===== src/rtl/multibus_pkg.sv =====
// Shared definitions for the multibus configuration sequencer.
package multibus_pkg;

  localparam int MB_REG_COUNT = 16;
  localparam int MB_ADDR_W    = 4;

  typedef enum logic [1:0] {
    SCAN = 2'd0,
    REQ  = 2'd1,
    GAP  = 2'd2
  } mb_state_e;

  // Increment a register index, wrapping explicitly at count so a
  // non-power-of-two bank never yields an out-of-range index.
  function automatic int next_index(input int idx, input int count = MB_REG_COUNT);
    return (idx + 1 >= count) ? 0 : idx + 1;
  endfunction

endpackage


===== src/rtl/multibus_rr_pick.sv =====
// Rotating-priority finder: first pending index at or after ptr, wrapping.
module multibus_rr_pick
  import multibus_pkg::*;
#(
  parameter int REG_COUNT = MB_REG_COUNT,
  parameter int ADDR_W    = MB_ADDR_W
) (
  input  logic [REG_COUNT-1:0] pending,
  input  logic [ADDR_W-1:0]    ptr,
  output logic                 found,
  output logic [ADDR_W-1:0]    idx
);

  // Walk the bank starting at ptr and keep the first pending hit.
  always_comb begin
    // NOTE: every output gets a default before any branch so no latch is inferred.
    found = 1'b0;
    idx   = '0;
    for (int k = 0; k < REG_COUNT; k++) begin
      int j;
      j = int'(ptr) + k;
      if (j >= REG_COUNT) j = j - REG_COUNT;
      if (!found && pending[ADDR_W'(j)]) begin
        found = 1'b1;
        idx   = ADDR_W'(j);
      end
    end
  end

endmodule


===== src/rtl/multibus_cfg_sequencer.sv =====
// Delivers changed multibus registers one at a time over a valid/ready port.
module multibus_cfg_sequencer
  import multibus_pkg::*;
#(
  parameter int REG_COUNT = MB_REG_COUNT,
  parameter int ADDR_W    = MB_ADDR_W
) (
  input  logic                    clk,
  input  logic                    rst_n,
  input  logic [REG_COUNT*32-1:0] regs_in,
  input  logic                    force_all,
  output logic                    cfg_valid,
  output logic [ADDR_W-1:0]       cfg_addr,
  output logic [31:0]             cfg_data,
  input  logic                    cfg_ready,
  output logic [REG_COUNT-1:0]    pending,
  output logic                    busy
);

  // Two capture stages; a word is trusted only when both stages agree,
  // which is safe because host writes to the bank are quasi-static.
  logic [REG_COUNT*32-1:0] s1, s2;
  logic [31:0]             s2_word [REG_COUNT];
  logic [31:0]             shadow  [REG_COUNT];
  logic [REG_COUNT-1:0]    force_pend;
  logic [REG_COUNT-1:0]    stable;
  logic [ADDR_W-1:0]       ptr;
  logic [ADDR_W-1:0]       pick_idx;
  logic                    pick_found;
  logic                    load;
  logic                    ack;
  mb_state_e               state, state_nxt;

  // Capture pipeline from the FX2 clock domain.
  always_ff @(posedge clk or negedge rst_n) begin
    if (!rst_n) begin
      s1 <= '0;
      s2 <= '0;
    end else begin
      // NOTE: sequential state uses non-blocking assignments so s2 takes the old s1.
      s1 <= regs_in;
      s2 <= s1;
    end
  end

  // Word view of s2, stability and needs-delivery flags.
  always_comb begin
    stable  = '0;
    pending = '0;
    for (int i = 0; i < REG_COUNT; i++) begin
      s2_word[i] = s2[i*32 +: 32];
      stable[i]  = (s1[i*32 +: 32] == s2[i*32 +: 32]);
      pending[i] = (stable[i] && (s2[i*32 +: 32] != shadow[i])) || force_pend[i];
    end
  end

  multibus_rr_pick #(
    .REG_COUNT (REG_COUNT),
    .ADDR_W    (ADDR_W)
  ) u_pick (
    .pending (pending),
    .ptr     (ptr),
    .found   (pick_found),
    .idx     (pick_idx)
  );

  // State register.
  always_ff @(posedge clk or negedge rst_n) begin
    if (!rst_n) state <= SCAN;
    else        state <= state_nxt;
  end

  // Next-state decode plus the load/ack strobes for the datapath.
  always_comb begin
    state_nxt = state;
    load      = 1'b0;
    ack       = 1'b0;
    unique case (state)
      SCAN: if (pick_found) begin
        load      = 1'b1;
        state_nxt = REQ;
      end
      REQ: if (cfg_ready) begin
        ack       = 1'b1;
        state_nxt = GAP;
      end
      GAP:     state_nxt = SCAN;
      default: state_nxt = SCAN;
    endcase
  end

  // Offer register, shadow commit, rotation pointer and forced-resend flags.
  always_ff @(posedge clk or negedge rst_n) begin
    if (!rst_n) begin
      cfg_valid  <= 1'b0;
      cfg_addr   <= '0;
      cfg_data   <= '0;
      ptr        <= '0;
      force_pend <= '1;
      // NOTE: the shadow bank is reset because its zero contents define what counts as "changed".
      for (int i = 0; i < REG_COUNT; i++) shadow[i] <= '0;
    end else begin
      if (load) begin
        cfg_valid <= 1'b1;
        cfg_addr  <= pick_idx;
        cfg_data  <= s2_word[pick_idx];
      end
      if (ack) begin
        cfg_valid        <= 1'b0;
        shadow[cfg_addr] <= cfg_data;
        ptr              <= ADDR_W'(next_index(int'(cfg_addr), REG_COUNT));
      end
      // A resend request on the ack edge wins over the clear.
      if (force_all)  force_pend           <= '1;
      else if (ack)   force_pend[cfg_addr] <= 1'b0;
    end
  end

  assign busy = (state != SCAN);

endmodule

===== config.mk =====
export PLATFORM = sky130hd
export DESIGN_NAME = multibus_cfg_sequencer
export DESIGN_NICKNAME = d
export VERILOG_FILES = /design/src/rtl/multibus_pkg.sv /design/src/rtl/multibus_rr_pick.sv /design/src/rtl/multibus_cfg_sequencer.sv
export SDC_FILE = /design/constraint.sdc
export NUM_CORES = 2
export LEC_CHECK = 0
export ABC_CLOCK_PERIOD_IN_PS = 16900
export CORE_MARGIN = 4
export CORE_UTILIZATION = 45
export DETAILED_ROUTE_END_ITERATION = 7
export GPL_TIMING_DRIVEN = 0
export PLACE_DENSITY = 0.71
export SLEW_MARGIN = 5
export SYNTH_ARGS = -nofsm -noshare
export SYNTH_HDL_FRONTEND = slang
export SYNTH_HIERARCHICAL = 1
export SYNTH_SLANG_ARGS = --single-unit

===== constraint.sdc =====
create_clock -name clk -period 16.9 [get_ports clk]
set_input_delay 2.535 -clock clk [delete_from_list [all_inputs] [get_ports clk]]
set_output_delay 2.535 -clock clk [all_outputs]
set_load 0.1 [all_outputs]

After elaboration in Yosys (flattened, before gate mapping)
Cells that the tools add are included.
- order comparisons: 38
- multiplexer cells: 116
- add/sub/neg operators: 32
- bitwise logic cells: 4
- equality and inequality tests: 35
- reduce and logical (&&, ||, !) cells: 69
- operator list (operator ; number):
    bitwise mux 512 bit ; 1
    == test 32 bit ; 16
    inequality test 32 bit ; 16
    2-to-1 mux 4 bit ; 33
    binary-select mux 32 bit (select 4 bit) ; 1
    demux 32 bit (select 4 bit) ; 1
    less-than comparator 4 x 6 -> 1 bit (second input constant) ; 16
    2-to-1 mux 32 bit ; 3
    greater-or-equal comparator 5 bit (second input constant) ; 18
    binary-select mux 1 bit (select 4 bit) ; 16
    subtractor 4 x 1 -> 4 bit (second input constant) ; 16
    2-to-1 mux 1 bit ; 55
    adder 4 x 4 -> 5 bit (second input constant) ; 8
    logical AND 1 bit ; 33
    2-to-1 mux 16 bit ; 2
    adder 4 x 3 -> 5 bit (second input constant) ; 4
    AND 16 bit ; 1
    logical OR 1 bit ; 16
    inverter 16 bit ; 1
    zero test 1 bit ; 15
    adder 4 x 1 -> 5 bit (second input constant) ; 2
    adder 4 x 2 -> 5 bit (second input constant) ; 2
    inverter 4 -> 5 bit ; 2
    nonzero test 2 bit ; 3
    other kinds (11) ; 13
- flip-flop bits (word level): 1595
- logic and storage cells: 318
- bits of input ports: 516
- output and inout bits: 54

Depth between registers and ports, before layout
- depth after elaboration: 56
- mapped depth: 23
- depth with buffers taken out: 18

By module
The synthesis kept the hierarchy.
- by module, submodules not included (module ; times used ; area an instance (µm²) ; cells each ; seq. area each (µm²)):
    multibus_cfg_sequencer ; 1 ; 62372.3 ; 3957 ; 39933.3
    multibus_rr_pick ; 1 ; 2087.0 ; 247 ; 0.0

Worst setup path after synthesis
OpenSTA, ideal clock, no wires.
- path type: reg2reg
- from: register s2[503]
- to: register cfg_data[12]
- required time: 16774 ps
- path buffers: 3
- cell stages (with the launch flop): 22
- path slack: 11098 ps
- setup time: 126 ps
- clock period less this slack: 5802 ps
- arrival time: 5676 ps
- cells stage by stage: dfrtp_1 xor2_1 nor4_1 nand4_1 o211ai_1 nand2_1 mux4_2 mux2_2 mux2i_1 nand2b_1 clkbuf_1 nor4_2 a32o_1 o211ai_1 nand4_1 o221a_1 buf_6 buf_2 mux4_2 mux2i_1 nor3_1 a221o_1
- word-level cells in the longest chain between the ends: 56
- elaborated cells on any way between the ends: 120
- classes of those cells: eq/ne (2); mux (85); bitwise (1); reduce/logical (32)
- RTL lines (what ; RTL line ; RTL):
    from (decl) ; multibus_cfg_sequencer.sv:22 ; logic [REG_COUNT*32-1:0] s1, s2;
    from (signal assigned) ; multibus_cfg_sequencer.sv:38 ; s2 <= '0;
    from (signal assigned) ; multibus_cfg_sequencer.sv:42 ; s2 <= s1;
    == test 32 bit or inequality test 32 bit (tied branches) ; multibus_cfg_sequencer.sv:52, multibus_cfg_sequencer.sv:53 ;
    logical AND 1 bit (*) ; multibus_cfg_sequencer.sv:53 ; pending[i] = (stable[i] && (s2[i*32 +: 32] != shadow[i])) || force_pend[i];
    logical OR 1 bit (*) ; multibus_cfg_sequencer.sv:53 ;
    via pending[15] ; multibus_cfg_sequencer.sv:16 ; output logic [REG_COUNT-1:0] pending,
    binary-select mux 1 bit (select 4 bit) ; multibus_rr_pick.sv:23 ; if (!found && pending[ADDR_W'(j)]) begin
    2-to-1 mux 1 bit (not written as such) (2 in a row) ; multibus_rr_pick.sv:23 ;
    2-to-1 mux 1 bit ; multibus_rr_pick.sv:23 ;
    zero test 1 bit ; multibus_rr_pick.sv:23 ;
    [40 not listed] ; - ;
    2-to-1 mux 1 bit ; multibus_rr_pick.sv:23 ;
    zero test 1 bit ; multibus_rr_pick.sv:23 ;
    logical AND 1 bit ; multibus_rr_pick.sv:23 ;
    2-to-1 mux 4 bit (*) ; multibus_rr_pick.sv:23 ;
    via pick_idx[1] ; multibus_cfg_sequencer.sv:28 ; logic [ADDR_W-1:0] pick_idx;
    inverter 4 -> 5 bit (not written as such) (*) ; multibus_cfg_sequencer.sv:106 ; cfg_data <= s2_word[pick_idx];
    binary-select mux 32 bit (select 4 bit) (*) ; multibus_cfg_sequencer.sv:106 ;
    2-to-1 mux 32 bit (not written as such) (*) (2 in a row) ; multibus_cfg_sequencer.sv:106 ;
    to (signal assigned) ; multibus_cfg_sequencer.sv:106 ;
    to (decl) ; multibus_cfg_sequencer.sv:14 ; output logic [31:0] cfg_data,
Mark *: on every way through the listed nets, which the timed path passes. The rest lies on a longest branch. The select of a mux whose other input is x is not followed.
A chain may end at the register's enable or synchronous reset.

Final worst setup path
- from: register s2[252]
- to: register cfg_data[6]
- word-level cells in the longest chain between the ends: 56
- elaborated cells on any way between the ends: 120
- classes of those cells: eq/ne (2); mux (85); bitwise (1); reduce/logical (32)
- RTL lines (what ; RTL line):
    == test 32 bit or inequality test 32 bit (tied branches) ; multibus_cfg_sequencer.sv:52, multibus_cfg_sequencer.sv:53
    logical AND 1 bit (*) ; multibus_cfg_sequencer.sv:53
    logical OR 1 bit (*) ; multibus_cfg_sequencer.sv:53
    binary-select mux 1 bit (select 4 bit) ; multibus_rr_pick.sv:23
    2-to-1 mux 1 bit (not written as such) (2 in a row) ; multibus_rr_pick.sv:23
    2-to-1 mux 1 bit ; multibus_rr_pick.sv:23
    zero test 1 bit ; multibus_rr_pick.sv:23
    logical AND 1 bit ; multibus_rr_pick.sv:23
    [39 not listed] ; -
    2-to-1 mux 1 bit ; multibus_rr_pick.sv:23
    zero test 1 bit ; multibus_rr_pick.sv:23
    logical AND 1 bit ; multibus_rr_pick.sv:23
    2-to-1 mux 4 bit (*) ; multibus_rr_pick.sv:23
    via pick_idx[2] ; multibus_cfg_sequencer.sv:28
    inverter 4 -> 5 bit (not written as such) (*) ; multibus_cfg_sequencer.sv:106
    binary-select mux 32 bit (select 4 bit) (*) ; multibus_cfg_sequencer.sv:106
    2-to-1 mux 32 bit (not written as such) (*) (2 in a row) ; multibus_cfg_sequencer.sv:106
Marks and branches as above.

==> out/results.tsv <==
stage	metric	value	unit
global_routing	grt_usage	30.6	%
timing	worst_slack	9050	ps
drt	wl_per_cell	33.1	um
drt	drc	0	
clock_tree	cts_inserted_buffers	164	
global_routing	grt_max_degree	180	
yosys	synth_cell_types	67	
pwr	ir_worst_vdd	0.000180	V
layout	postLayoutCoreUtil	55.2	%
yosys	netlist.top_cell.by_area	dfrtp_1	
drt	routed_via_density	5.84	
layout	area_growth	21.6	%
global_routing	overflow	0	
global_routing	grt_pass1_wl	321000	um
clock_tree	clock_path_buffers	3	
layout	fin_nets	5476	
worst_setup_path	required	17580	ps
floorplan	ioPinCount	570	
yosys	synth_compound_area_share	1.63	%
yosys	syn_nets	4731	
pwr	p_leak	33.4	nW
yosys	synth-seq-area-share	62.0	%
clock_tree	clock_latency	810	ps
drt	drtIter0Drc	4503	
yosys	synth.top_cell.area_share	61.3	%
timing	final.setup.tns	0	ps
floorplan	die_area	149000	um^2
yosys	synthSimpleGateAreaFrac	4.52	%
placement	place.gp.congestion	0.992	
yosys	ys_ff_latch	1595	
worst_setup_path	r2r_slack	9050	ps
floorplan	core	142000	um^2
clock_tree	cts_resized	0	
worst_hold_path	min_path_type	reg -> reg	
timing	timing.final.crit_share	46.4	%
floorplan	die-width	386	um
yosys	yosys-top-cells-area	dfrtp_1 61%, mux2_2 9.2%, xnor2_1 8.8%, xor2_1 5.3%, mux4_2 4.0%	
timing	worst_pin_slew	1610	ps
drt	drt-total-wl	232000	um
pwr	fin_total_pwr	12.7	mW
placement	preCtsSetupSlack	9340	ps
worst_setup_path	cp-start-kind	flop	
worst_setup_path	cp.arrival	8530	ps
layout	layout-drive-gt1-share	20.6	%
clock_tree	cts_sinks	1595	
timing	final_max_slew_viol_count	34	
yosys	synthesis.instances	4204	
drt	vias	40862	
pwr	power.density	162	nW/um^2
floorplan	placementRows	138	
placement	post_dp_cell_area	72800	um^2
global_routing	grt_pass1_vias	41500	
yosys	synth_xor_area_share	14.1	%
drt	firstDrtPassIters	6	
yosys	ys_warn_count	6	
yosys	synth_top_family_by_area	multiplexers	
yosys	synthFlopType	dfrtp_1	
clock_tree	cts.clk_slew.worst_paths	60	ps
run_status	violations	max-capacitance violations, max-slew violations	
yosys	synth-async-reset-ratio	100	%
yosys	synth_most_common_cell	dfrtp_1	
placement	port_buffers	569	
floorplan	initial_utilization	45.4	%
yosys	synthesis.area	64500	um^2
timing	fmax	127	MHz
clock_tree	h-tree-depth	4	
worst_setup_path	critPathCaptureType	flop	
run_status	status	complete, but fails checks	
clock_tree	hold_buffers	0	
timing	period_minus_slack	7850	ps
timing	setup_viol	0	
drt	final_antenna_net_count	0	
layout	fin_area	78400	um^2
clock_tree	clock_tree.root_cell	clkbuf_16	
yosys	ys_top_cells_by_count	1579 x dfrtp_1, 648 x xnor2_1, 525 x mux2_2, 388 x xor2_1, 186 x nand4_1	
worst_setup_path	crit_type	reg -> reg	
placement	dpl.hpwl	174000	um
yosys	syn_avg_cell_area	15.3	um^2
yosys	synth_enable_flop_cells	0	
clock_tree	post_cts_buffers	0	
timing	finalHoldViolations	0	
yosys	synthMuxAreaShare	16.2	%
clock_tree	cts_tree	done	
timing	slew_headroom	-7.01	%
timing	fin_worst_skew	35.8	ps
worst_setup_path	crit_fanout	10	
global_routing	antenna_found_initial	34	
run	drv_cap	4	
yosys	synth_adder_area_share	0.214	%
timing	rsz0062_at_grt	false	
floorplan	fp.dieH	386	um
==> kinds of logic after synthesis <==
family / count (synthesis)
DFF: 1595
xor gates and xnor gates: 1036
muxes: 773
and+or+nand+nor: 484
buffers and inverters: 172
AOI/OAI and AO/OA: 133
adders and majority gates: 11
==> cell usage in the layout (no fill, tap or decap), types with 95 or more instances in the layout <==
master,n
clkdlybuf4s50_1,568
clkbuf_16,166
mux4_2,114
dfrtp_1,1579
clkbuf_1,95
xor2_1,388
nor4_1,137
mux2_2,525
xnor2_1,648
nand4_1,186
==> power by group <==
part	leakage (nW)	switching [mW]	internal [mW]
combinational	11.3	2.21	1.56
sequential	19.4	0.804	4.40
clock	2.69	1.57	2.13
==> through the flow <==
step                      cells  hold WS (ps)
after floorplan            4204           373
after global placement     6663           378
after detailed placement   6673           379
after CTS                  6973           388
after global routing       6979           389
final                      6994           385
==> critical path, cell delays in order (launching register included) <==
cell,delay (ps)
dfrtp_1,500
xor2_1,210
nor4_1,410
nand4_1,180
o211ai_1,240
nand2_1,520
mux4_2,720
mux2_2,330
mux2i_1,330
nand2b_1,90
clkbuf_1,250
nor4_4,520
and2_1,280
nand3_1,220
o221ai_1,240
buf_2,540
clkbuf_1,880
mux4_2,480
mux2i_1,300
nor3_1,140
a221o_1,290
==> registers in the layout (all words and copies together), names as in the netlist <==
signal / cells
cfg_addr: 4
cfg_data: 32
cfg_valid: 1
force_pend: 16
s2: 512
shadow: 512
state: 2
ptr: 4
s1: 512
==> area by class of cell <==
type	instances	area, um^2
Sequential cell	1595	39900
Tap cell	1890	2360
Inverter	24	90.1
Antenna cell	21	52.6
Clock buffer	237	4720
Timing Repair Buffer	579	5990
Clock inverter	63	805
Buffer	148	850
Multi-Input combinational cell	2437	23600
Fill cell	11489	63500
==> final timing paths <==
| check | end | startpoint | cells after the start |
|---|---|---|---|
| min reg2reg | s2[192]$_DFF_PN0_ | s1[192]$_DFF_PN0_ | 0 |
| max in group asynchronous | shadow[374]$_DFFE_PN0P_ | rst_n | 3 |
| max | cfg_data[6]$_DFFE_PN0P_ | s2[252]$_DFF_PN0_ | 20 |
| max reg2reg | cfg_data[6]$_DFFE_PN0P_ | s2[252]$_DFF_PN0_ | 20 |
| min in group asynchronous | s1[274]$_DFF_PN0_ | rst_n | 1 |
| min | s2[192]$_DFF_PN0_ | s1[192]$_DFF_PN0_ | 0 |
==> per-layer routing <==
metal / global-route usage [%] / part of all wire (%)
met4: 14.9 / 5.8
met1: 41.0 / 39
met2: 46.8 / 45
met5: 0 / 0
met3: 7.79 / 9.6
No activity file was read; power rests on OpenSTA's default activity.
